### src/rtl/reset_sequencer.sv
// reset_sequencer: arbitrates reset requests and releases the domain resets in stage order, recording a sticky cause.
module reset_sequencer #(
    parameter int NUM_SRC     = 4,
    parameter int NUM_STAGES  = 3,
    parameter int HOLD_CYCLES = 16,
    parameter int STAGE_GAP   = 8
) (
    input  logic                  sysclk,
    input  logic                  reset_n,
    input  logic [NUM_SRC-1:0]    src_req,
    output logic [NUM_SRC-1:0]    src_ack,
    input  logic                  hold_ext,
    output logic [NUM_STAGES-1:0] stage_reset,
    output logic                  busy,
    output logic [NUM_SRC:0]      cause,
    input  logic                  cause_clr
);
    localparam int MAXC = (HOLD_CYCLES > STAGE_GAP) ? HOLD_CYCLES : STAGE_GAP;
    localparam int CW = $clog2(MAXC) + 1;
    localparam logic [NUM_STAGES-1:0] LAST_STAGE = NUM_STAGES'(1) << (NUM_STAGES - 1);

    typedef enum logic [1:0] {S_HOLD, S_RELEASE, S_IDLE} state_t;

    state_t                r_state, w_nxt_state;
    logic [CW-1:0]         r_cnt, w_nxt_cnt, w_cnt_inc;
    logic [NUM_STAGES-1:0] r_sr, w_nxt_sr;
    logic                  r_busy, w_nxt_busy;
    logic [NUM_SRC-1:0]    r_ack, r_req_d, w_edge;
    logic [NUM_SRC:0]      r_cause, w_nxt_cause;
    logic                  r_hold_s1, r_hold_s2;

    assign w_edge      = src_req & ~r_req_d;
    assign w_cnt_inc   = (r_cnt == {CW{1'b1}}) ? r_cnt : r_cnt + 1'b1;
    assign w_nxt_cause = ((cause_clr && r_state == S_IDLE) ? '0 : r_cause) | {w_edge, 1'b0};

    always_comb begin
        w_nxt_state = r_state;
        w_nxt_cnt   = w_cnt_inc;
        w_nxt_sr    = r_sr;
        w_nxt_busy  = r_busy;
        if (|w_edge || r_hold_s2) begin
            w_nxt_state = S_HOLD;
            w_nxt_cnt   = '0;
            w_nxt_sr    = '1;
            w_nxt_busy  = 1'b1;
        end else begin
            case (r_state)
                S_HOLD: if (r_cnt == CW'(HOLD_CYCLES - 1)) begin
                    w_nxt_sr    = r_sr << 1;
                    w_nxt_cnt   = '0;
                    w_nxt_state = (NUM_STAGES == 1) ? S_IDLE : S_RELEASE;
                    w_nxt_busy  = (NUM_STAGES != 1);
                end
                S_RELEASE: if (r_cnt == CW'(STAGE_GAP - 1)) begin
                    // stages drop LSB first, so shifting left preserves release order
                    w_nxt_sr    = r_sr << 1;
                    w_nxt_cnt   = '0;
                    w_nxt_state = (r_sr == LAST_STAGE) ? S_IDLE : S_RELEASE;
                    w_nxt_busy  = (r_sr != LAST_STAGE);
                end
                default: begin
                    w_nxt_cnt  = '0;
                    w_nxt_sr   = '0;
                    w_nxt_busy = 1'b0;
                end
            endcase
        end
    end

    always_ff @(posedge sysclk or negedge reset_n) begin
        if (!reset_n) begin
            r_state   <= S_HOLD;
            r_cnt     <= '0;
            r_sr      <= '1;
            r_busy    <= 1'b1;
            r_ack     <= '0;
            r_cause   <= (NUM_SRC + 1)'(1);
            r_req_d   <= '0;
            r_hold_s1 <= 1'b0;
            r_hold_s2 <= 1'b0;
        end else begin
            r_state   <= w_nxt_state;
            r_cnt     <= w_nxt_cnt;
            r_sr      <= w_nxt_sr;
            r_busy    <= w_nxt_busy;
            r_ack     <= w_edge;
            r_cause   <= w_nxt_cause;
            r_req_d   <= src_req;
            r_hold_s1 <= hold_ext;
            r_hold_s2 <= r_hold_s1;
        end
    end

    assign src_ack     = r_ack;
    assign stage_reset = r_sr;
    assign busy        = r_busy;
    assign cause       = r_cause;
endmodule

### config.mk
export PLATFORM = sky130hd
export DESIGN_NAME = reset_sequencer
export DESIGN_NICKNAME = d
export VERILOG_FILES = /design/src/rtl/reset_sequencer.sv
export SDC_FILE = /design/constraint.sdc
export NUM_CORES = 1
export LEC_CHECK = 0
export ABC_AREA = 0
export CORE_AREA = 2 2 51 53
export CTS_CLUSTER_SIZE = 10
export DETAILED_ROUTE_END_ITERATION = 8
export DIE_AREA = 0 0 53 55
export HOLD_SLACK_MARGIN = 0.05
export MAX_ROUTING_LAYER = met4
export PLACE_DENSITY_LB_ADDON = 0.2
export SETUP_SLACK_MARGIN = 0.5
export SYNTH_ARGS = -nofsm -noshare
export SYNTH_HDL_FRONTEND = slang
export SYNTH_SLANG_ARGS = --single-unit
### constraint.sdc
create_clock -name sysclk -period 1.37 [get_ports sysclk]
set_input_delay 0.137 -clock sysclk [delete_from_list [all_inputs] [get_ports sysclk]]
set_output_delay 0.137 -clock sysclk [all_outputs]
set_load 0.02 [all_outputs]
==> run_results.csv <==
group,metric,value,unit
clocking,h-tree-depth,1,
timing,worst_pin_slew,0.313,ns
synthesis,synth_fa_ha_area_share,1.27,%
power,p_leak,0.669,nW
timing,finalCritPeriodShare,94.4,%
synthesis,postSynthCellCount,77,
power,pwr-share-clk,26.6,%
die,rows,18,
synthesis,yosys_register_bits,26,
placed_design,placed_area,1290,um2
critical_path,worst_path_dominant_cell_family,"simple AND/OR/NAND/NOR gates",
layout,final_cell_count_no_fill,149,
synthesis,synth_simple_gate_area_share,15.6,%
critical_path,startpoint_type,"flip-flop",
timing,clock_skew,0.00128,ns
global_routing,grt_pass1_wl,3370,um
synthesis,ys_top_cells_by_area,"dfrtp_1, dfstp_2, mux2i_1, nand2_1, nand2b_1",
detailed_routing,vias,725,
critical_path,cp_cell_sequence,"ha_4 > nand2_4 > nor3_4 > buf_6 > nor2_2 > and3_4",
power,powerDensity,813,nW/um2
die,die_h,55,um
clocking,numClockSinks,26,
placed_design,dp_slack,-0.142,ns
power,pwr-share-comb,8.2,%
clocking,cts_made_buffers,3,
global_routing,grt_usage,16.8,%
timing,slew_violations,0,
timing,finalWorstSetupSlack,0.0769,ns
synthesis,synth_area,986,um2
outcome,status,"finished clean",
clocking,worstSkewPairLatency,0.31,ns
synthesis,synth_top_cell_area_share,53.3,%
synthesis,yosysTopAreaCell,"dfrtp_1",
critical_path,path_class,"flip-flop to flip-flop",
synthesis,synth.most_common_cell,"dfrtp_1",
clocking,cts-root-buf,"clkbuf_4",
hold_path,hold_class,"primary input to async pin",
timing,rsz0062_at_grt,"true",
clocking,cts_tree,"done",
die,fp.dieW,53,um
run,drv_cap,0,
detailed_routing,avgRoutedWirePerCell,13.4,um
global_routing,grt_max_degree,27,
timing,finalSetupTns,0,ns
synthesis,synth_top_family_by_area,"simple AND/OR/NAND/NOR gates",
placed_design,gp_congestion,0.787,
critical_path,crit_path_max_incr_delay,0.44,ns
detailed_routing,route.detailed.drc,0,
layout,drive_above_1_share,47.1,%
critical_path,cp-startpoint,"r_cnt[1]",
power,seqPwrFrac,65.2,%
power,p_sw_share,21.9,%
synthesis,synth-xor-area-share,2.66,%
layout,stdcell_area,1500,um2
placed_design,dp_cells,131,
placed_design,io_buffers,20,
power,finalPower,1.22,mW
synthesis,synth_ff_type,"dfrtp_1",
detailed_routing,postRouteAntennaNets,0,
layout,antennaDiodeCount,0,
synthesis,ys_top_cells_by_count,"dfrtp_1, nand2_1, dfstp_2",
timing,hold_viol,0,
synthesis,async_flop_share,100,%
synthesis,syn_avg_cell_area,12.8,um2
die,ios,21,
clocking,clk_pin_slew,0.13,ns
synthesis,synth_mux_area_share,4.06,%
layout,utilization,63.2,%
synthesis,synth.distinct_cells,30,
synthesis,synth_edf_count,0,
critical_path,critPathCaptureType,"flip-flop",
placed_design,dp_hpwl,1370,um
detailed_routing,initialDrtViolationCount,5,
die,core_area,2360,um2
timing,hold_slack,0.171,ns
layout,n_fill_cell,199,
critical_path,cp_max_fo,6,
critical_path,path_buf_inv,1,
synthesis,yosysSeqAreaShare,66.6,%
global_routing,grt_pass1_vias,740,
power,switchingPower,267,uW
critical_path,worstPathRequired,1.63,ns
critical_path,arrival,1.55,ns
die,die_area,2920,um2
timing,fmaxAchievable,773,MHz
layout,final_nets,129,
timing,finalCriticalPeriod,1.29,ns
timing,setup_viol,0,
power,cellInternalPower,949,uW
critical_path,r2r-start,"r_cnt[1]",
synthesis,synth_nets,86,
detailed_routing,dr.pass1.iters,3,
clocking,clock_path_buffers,2,
critical_path,critPathSlowestCell,"dfrtp_1",
power,irDropWorstVdd,0.937,mV
global_routing,gr-total-overflow,0,
detailed_routing,drt-total-wl,1990,um
timing,slew-limit-headroom,79.1,%
layout,areaGrowthSynthToFinish,51.6,%
global_routing,antenna_found_initial,0,
detailed_routing,vias_per_cell,4.87,
synthesis,yosysWarnings,0,
die,initial_utilization,41.7,%
synthesis,synth_compound_area_share,7.74,%
per-layer routing:
layer | GRT usage [%] | vias to the layer above | share of wire [%]
li1 | - | 351 | -
met1 | 21.0 | 360 | 42
met2 | 28.3 | 10 | 53
met3 | 2.15 | 4 | 3.4
met4 | 6.41 | 0 | 1.6
met5 | - | - | 0
final timing paths:
kind                             endpoint  slack, ns  cells past startpoint
worst min-delay path             r_cnt[0]       0.17                      2
worst max-delay path             r_cnt[0]       0.08                      6
min in group sysclk             r_hold_s1       0.26                      1
max in group asynchronous            busy       0.91                      2
worst max register to register   r_cnt[0]       0.08                      6
worst min register to register  r_hold_s2       0.37                      0
cells in the final DEF (no fill, tap or decap), drive strengths merged, types with 2 or more instances in the layout:
master,Yosys,final
mux2i,4,4
inv,4,4
a21oi,2,2
clkdlybuf4s50,0,7
nand2b,3,3
and3,2,2
dfstp,5,5
nand2,8,8
nor2,3,3
nand4,2,2
nor3,3,3
o21ai,2,2
xnor2,2,2
dfrtp,21,21
a21o,2,2
buf,1,32
clkbuf,0,4
cell type report:
| cell class | instances | area (um2) | area share (%) |
|---|---|---|---|
| Sequential cell | 26 | 658 | 44.0 |
| Multi-Input combinational cell | 46 | 384 | 25.7 |
| Timing Repair Buffer | 39 | 374 | 25.0 |
| Tap cell | 30 | 37.5 | 2.51 |
| Clock buffer | 4 | 26.3 | 1.76 |
| Inverter | 4 | 15.0 | 1.00 |
timing repair:
action / in CTS / in global routing
hold buffers: 0 / 0
pin swaps: 12 / 4
resized for setup: 85 / 8
buffers inserted: 13 / 1
endpoints found under the setup margin: 29 / 29
flip-flops by register name, indices dropped and copies added (netlist names):
name,cells
r_state,2
cause,5
stage_reset,3
r_req_d,4
r_cnt,5
busy,1
r_hold_s1,1
src_ack,4
r_hold_s2,1
power groups by stage:
stage	Combinational, mW	Clock (mW)	Sequential [mW]
floorplan	0.0223	0	0.813
global placement	0.0910	0	0.805
detailed placement	0.0929	0	0.805
CTS	0.0997	0.323	0.793
global route	0.113	0.358	0.795
finish	0.0999	0.323	0.792
cell families after synthesis:
| group | after synthesis |
|---|---|
| flops | 26 |
| buf+inv | 5 |
| mux | 4 |
| xor+xnor | 3 |
| simple gates | 27 |
| fa+ha+maj | 1 |
| compound gates | 11 |
No activity file was read; power rests on OpenSTA's default activity.
